**src/rtl/aes128_round_key_scheduler.sv**
```systemverilog
// Sequences the AES-128 key expansion engine and caches round keys 0..10 for the cipher datapath.
// Build option: define AES_RKS_INV_ORDER_EN to serve the read port in decryption order.
module aes128_round_key_scheduler (
    input  logic         clk,
    input  logic         reset,
    input  logic         key_valid,
    input  logic [127:0] key_in,
    output logic         key_ready,
    output logic         kx_start,
    output logic [127:0] kx_key,
    input  logic [127:0] kx_subkey,
    input  logic [3:0]   kx_cnt,
    input  logic         kx_valid,
    input  logic         rk_req,
    input  logic [3:0]   rk_idx,
    output logic         rk_ack,
    output logic [127:0] rk_data,
    output logic         keys_ready,
    output logic         busy,
    output logic [1:0]   fsm_state
);

    localparam logic [1:0] IDLE   = 2'd0;
    localparam logic [1:0] LOAD   = 2'd1;
    localparam logic [1:0] EXPAND = 2'd2;
    localparam logic [1:0] READY  = 2'd3;

    logic [1:0]   state;
    logic [127:0] cache [0:10];
    logic         key_accept;
    logic         subkey_write;
    logic         last_round;
    logic         idx_in_range;
    logic [3:0]   cache_idx;
    logic [127:0] lookup;
    logic         serve;

    // Key handshake: a key transfers on any rising edge where key_valid and key_ready are both 1;
    // key_valid may be held or dropped freely while key_ready is 0, nothing is consumed then.
    assign key_accept   = key_valid && key_ready;
    assign key_ready    = (state == IDLE) || (state == READY);
    assign busy         = (state == LOAD) || (state == EXPAND);
    assign fsm_state    = state;

    assign subkey_write = (state == EXPAND) && kx_valid && (kx_cnt >= 4'd1) && (kx_cnt <= 4'd10);
    assign last_round   = subkey_write && (kx_cnt == 4'd10);

    assign idx_in_range = (rk_idx <= 4'd10);

    always_comb begin
        cache_idx = rk_idx;
`ifdef AES_RKS_INV_ORDER_EN
        cache_idx = 4'd10 - rk_idx;
`else
        cache_idx = rk_idx;
`endif
    end

    assign lookup = idx_in_range ? cache[cache_idx] : '0;

    // An accept edge invalidates the cache, so no read is served on that same edge.
    assign serve  = !rk_ack && rk_req && keys_ready && !key_accept;

    always_ff @(posedge clk) begin
        if (reset) begin
            state <= IDLE;
        end else begin
            case (state)
                IDLE, READY: if (key_valid) state <= LOAD;
                LOAD:        state <= EXPAND;
                EXPAND:      if (last_round) state <= READY;
                default:     state <= IDLE;
            endcase
        end
    end

    always_ff @(posedge clk) begin
        if (reset) begin
            kx_start   <= 1'b0;
            kx_key     <= '0;
            keys_ready <= 1'b0;
        end else begin
            kx_start <= key_accept;
            if (key_accept) begin
                kx_key     <= key_in;
                keys_ready <= 1'b0;
            end else if (last_round) begin
                keys_ready <= 1'b1;
            end
        end
    end

    always_ff @(posedge clk) begin
        if (reset) begin
            for (int i = 0; i < 11; i++) cache[i] <= '0;
        end else if (key_accept) begin
            cache[0] <= key_in;
        end else if (subkey_write) begin
            cache[kx_cnt] <= kx_subkey;
        end
    end

    always_ff @(posedge clk) begin
        if (reset) begin
            rk_ack  <= 1'b0;
            rk_data <= '0;
        end else begin
            rk_ack <= 1'b0;
            if (serve) begin
                rk_ack  <= 1'b1;
                rk_data <= lookup;
            end
        end
    end

endmodule

```
**config.mk**
```make
export PLATFORM = sky130hd
export DESIGN_NAME = aes128_round_key_scheduler
export DESIGN_NICKNAME = d
export VERILOG_FILES = /design/src/rtl/aes128_round_key_scheduler.sv
export SDC_FILE = /design/constraint.sdc
export NUM_CORES = 2
export LEC_CHECK = 0
export BUFFER_PORTS_ARGS = -buffer_cell sky130_fd_sc_hd__buf_2
export CORE_AREA = 2 2 399 401
export CTS_BUF_LIST = sky130_fd_sc_hd__clkbuf_8
export DETAILED_ROUTE_END_ITERATION = 8
export DIE_AREA = 0 0 401 403
export GPL_ROUTABILITY_DRIVEN = 0
export PLACE_DENSITY = 0.72
export SLEW_MARGIN = 20
export SYNTH_ARGS = -nofsm -noshare
export SYNTH_HDL_FRONTEND = slang
export SYNTH_SLANG_ARGS = --single-unit
export TNS_END_PERCENT = 1
```
**constraint.sdc**
```tcl
create_clock -name clk -period 15.2 [get_ports clk]
set_input_delay 1.52 -clock clk [delete_from_list [all_inputs] [get_ports clk]]
set_output_delay 1.52 -clock clk [all_outputs]
set_load 0.1 [all_outputs]
```
=== Word-level counts from Yosys, hierarchy flattened ===
Memory sizes are Yosys's and may differ from the RTL's.
Index checks and enable logic that the tools add are counted.

* Bits in registers: 261
* Latch bits: 0
* Memory bits (writable): 1408
* Memory bits (read-only): 0
* Bits of input ports: 269
* Output and inout port bits: 263
* Word-level logic and storage cells: 52
* Memories: 1

{| class="wikitable"
|+ Memories
! memory !! depth !! bits a word !! rd ports !! clocked after memory_dff !! wr ports !! line !! text
|-
| cache || 11 || 128 || 1 || 0 || 11 || 29 || <nowiki>logic [127:0] cache [0:10];</nowiki>
|}

* Add/sub/neg operators: 0
* Multipliers: 0
* Div/mod/pow operators: 0
* $lt $le $gt $ge: 3
* Eq/ne operators: 6
* Shifts and indexed selects: 0
* Muxes and demuxes: 18
* Bitwise gates (word level): 1
* Reductions and logical operators: 17

{| class="wikitable"
|+ Operator list
! kind !! number
|-
| 128-bit two-way mux || 3
|-
| 128-bit OR reduction || 1
|-
| 1-bit two-way mux || 11
|-
| 4-bit less-or-equal comparator (second input constant) || 2
|-
| 1-bit logical AND || 8
|-
| 2-bit one-hot mux with 3 select lines || 1
|-
| 2-bit == test (second input constant) || 2
|-
| 4-bit == test (second input constant) || 1
|-
| 4-bit by 1-bit greater-or-equal comparator with 1-bit output (second input constant) || 1
|-
| 2-bit two-way mux || 2
|-
| 4-bit two-way mux || 1
|-
| 2-bit inequality test (second input constant) || 2
|-
| 2-bit OR reduction || 2
|-
| 2-bit by 1-bit == test with 1-bit output (second input constant) || 1
|-
| 1-bit zero test || 2
|-
| 2-bit zero test || 1
|-
| 1-bit logical OR || 2
|-
| 2-bit AND reduction || 1
|-
| 1-bit OR || 1
|}

=== Depth between registers and ports, before layout ===
* Depth in word-level cells: 10
* Gate-level depth with buffers: 9

=== Worst setup path before layout ===
Ideal clock, no wire load.

* Kind: register to register
* Start point: register state[0], in the netlist fsm_state[0]
* End point: memory cache[4][0], enable pin
* Library setup time: 0.804 ns
* Data arrival time: 13.257 ns
* Data required time: 14.396 ns
* Path slack: 1.140 ns
* Cell stages (with the launch flop): 9
* Buffers on the path: 1
* Path through: dfxtp_1 > inv_1 > ha_1 > a21oi_4 > inv_2 > a2111oi_4 > buf_2 > nand2_1 > o31ai_1

{| class="wikitable"
|+ RTL lines
! what !! line !! text
|-
| start, declared || 28 || <nowiki>logic [1:0] state;</nowiki>
|-
| start signal, assigned || 66 || <nowiki>state <= IDLE;</nowiki>
|-
| start signal, assigned || 69 || <nowiki>IDLE, READY: if (key_valid) state <= LOAD;</nowiki>
|-
| start signal, assigned || 70 || <nowiki>LOAD: state <= EXPAND;</nowiki>
|-
| end, declared || 29 ||
|}

==> results.md <==
* Status: completed
* Final hold vios at 0
* Post-synthesis register bit count at 1669
* Synth top cells by count: 1280 x edfxtp_1, 641 x and2_1, 640 x mux2i_1, 520 x nor2_1, 395 x nand2_1
* Die height at 403 microns
* Share of layout cells above drive strength 1 at 0.1653
* Grt ovf at 0
* Syn Inst Count at 5498
* Yosys top cell area share at 0.5467
* Clk_lat worst skew at 1.02 ns
* Die Area at 0.1616 sq mm
* Crit path max fanout at 87
* Switching share of power at 0.2968
* CP required at 15.99 ns
* Pwr dens at 138.9 mW/mm^2
* Pin count of the biggest net entering global routing at 141
* Power share of the sequential group at 0.486
* Setup TNS at 0 ns
* Synth warn at 0
* Clock sink count at 1669
* Cell with the most instances after synthesis: edfxtp_1
* Vias in the first global route at 47430
* Clock skew at 0.09601 ns
* Initial DRC Count at 4699
* Register area share after synthesis at 0.6574
* Final cycle utilization of the critical path at 0.3341
* Fillers at 13460
* Wirelength per Cell at 25.26 microns
* Root Driver: clkbuf_8
* Final HPWL DP at 117100 microns
* Worst-path clk slew at 0.06 ns
* Area of the mapped netlist at 0.07031 sq mm
* Critical Path AT at 5.87 ns
* Max Cap Violations at 0
* Htree depth at 5
* Row cnt at 146
* Shortest period the worst path allows at 5.078 ns
* Vias/cell at 5.743
* CP endpoint kind: flip-flop
* CP Class: reg -> reg
* Via count at 47520
* Core area at 0.1575 sq mm
* Slew Viols, Final at 0
* Largest cells by area after synthesis: edfxtp_1 55%, dfxtp_1 11%, mux2i_1 9.1%
* Hold Crit Class: reg -> reg
* RSZ-0062 raised after global routing: false
* Gate power share at 0.154
* Relative slew slack at 0.1746
* Met2 WL at 98170 microns
* Routed Antenna Nets at 0
* CTS tree: built
* DRC errors left at 0
* Max Used Layer: met5
* Clock power frac at 0.360
* Final net count at 6242
* Top FF cell, synth: edfxtp_1
* Internal power at 0.007845 W
* EDFF count, synth at 1280
* All-layer global routing usage at 0.2525
* Post-synth cell types at 41
* Mapped Nets at 5769
* Routed met3 length at 20980 microns
* Ys async rst share at 0
* Initial antenna violation count at 37
* Post_cts resized at 0
* Leakage at 33.32 nW
* I/O Buffers at 531
* Initial core utilization at 0.4465
* Syn avg cell area at 12.79 sq um
* Sw power at 0.003312 W
* Post-CTS Setup Repair Bufs at 0
* Chip Width at 401 microns
* Area of the multi-input gates at 0.02226 sq mm
* Fin Hold WS at 0.4420 ns
* # IOs at 532
* CTS Hold Bufs at 0
* Total CTS buffers at 296
* Met1 WL at 81540 microns
* Routed Wire Length at 209000 microns
* Clock Path Buffers at 4
* Worst setup SP type: flip-flop
* Area growth from synthesis to layout at 14.26%
* Register area at 0.04622 sq mm
* Worst Tran Pin Value at 1.238 ns
* TritonRoute pass-1 iters at 7
* Fmax at 0.1969 GHz
* Synth area leader: edfxtp_1
* First-pass GRT wire length at 306700 microns
* Max IR drop VDD at 0.0001078 V
* Final setup violating endpoints at 0
per-stage QoR:
step / worst slack [ns] / power, W / instances / cell area, sq um / util
final: 10.12 / 0.01116 / 8274 / 80340 / 0.5102
after detailed placement: 9.288 / 0.007230 / 7742 / 74580 / 0.4736
after global placement: 9.371 / 0.007196 / 7742 / 74580 / 0.4736
after floorplan: 1.140 / 0.006783 / 5498 / 70310 / -
after CTS: 10.20 / 0.01121 / 8256 / 80220 / 0.5094
after global routing: 9.988 / 0.01152 / 8268 / 80330 / 0.5101
area by class of cell:
| class | instances | area share |
|---|---|---|
| Clock buffer | 346 | 0.05927 |
| Clock inverter | 168 | 0.01093 |
| Timing Repair Buffer | 605 | 0.04155 |
| Inverter | 61 | 0.003037 |
| Antenna cell | 15 | 0.0004672 |
| Sequential cell | 1669 | 0.5754 |
| Multi-Input combinational cell | 3338 | 0.2771 |
| Tap cell | 2072 | 0.03227 |
registers in the layout, indices dropped and copies added (netlist names):
register / flops
rk_ack: 1
kx_key: 128
cache: 1408
rk_data: 128
fsm_state: 2
keys_ready: 1
kx_start: 1
placed cells by master, fill, tap and decap left out, types with 5 or more instances in the layout:
cell type and count:
a22oi_1 128, buf_2 526, o221ai_1 54, clkbuf_8 346, dfxtp_1 389, a221oi_1 54, o31ai_1 55, nand2_1 391
edfxtp_1 1280, and2_1 640, clkinvlp_4 5, mux2i_1 640, a31oi_1 74, o2bb2ai_1 74, bufinv_16 7, a21oi_1 56
o22a_1 128, o21ai_4 5, o21ai_0 222, nor2_1 515, clkinv_1 36, inv_1 155, nor2_4 5, diode_2 15
clkinv_2 20, a21o_1 257, buf_4 68
path summary, 6_finish.rpt:
kind / from / endpoint / slack [ns] / cells after the start
setup / recovery: fsm_state[0]$_SDFFE_PP0P_ / cache[7][127]$_SDFFCE_PN0P_ / 10.12 / 9
hold / removal: kx_key[102]$_SDFFE_PP0P_ / kx_key[102]$_SDFFE_PP0P_ / 0.44 / 1
hold reg to reg: kx_key[102]$_SDFFE_PP0P_ / kx_key[102]$_SDFFE_PP0P_ / 0.44 / 1
setup reg to reg: fsm_state[0]$_SDFFE_PP0P_ / cache[7][127]$_SDFFCE_PN0P_ / 10.12 / 9
power by group through the flow:
stage	clock (W)	combinational, W	sequential, W
4_1_cts	0.00407	0.00172	0.00543
3_3_place_gp	0	0.00169	0.00551
2_1_floorplan	0	0.000609	0.00617
3_5_place_dp	0	0.00171	0.00552
6_report	0.00402	0.00171	0.00542
5_1_grt	0.00427	0.00179	0.00546
kinds of logic (layout without fill, tap and decap cells):
group                      Yosys count  count (layout)  share of synthesized area
DFF                               1669            1669                     0.6574
muxes                              640             640                    0.09111
other                                0              15                          0
AOI/OAI and AO/OA                 1114            1114                     0.1136
adders and majority gates            2               2                  0.0003558
buffers and inverters              491            1180                    0.02926
and+or+nand+nor                   1582            1582                     0.1083
critical path, stage by stage (launching register included):
cell       delay [ns]
dfxtp_1          0.38
inv_1            0.06
ha_1             0.44
a21oi_4          0.26
inv_8            0.28
a2111oi_4        0.41
buf_4            0.88
nand3_4          0.88
buf_4            0.74
nor2_1           0.26
routing by layer:
metal | vias up | global-route usage
met2 | 2389 | 0.4088
met1 | 23510 | 0.3195
li1 | 21080 | -
met3 | 497 | 0.07233
met4 | 44 | 0.1011
met5 | - | 0
(Power assumes the default switching activity.)
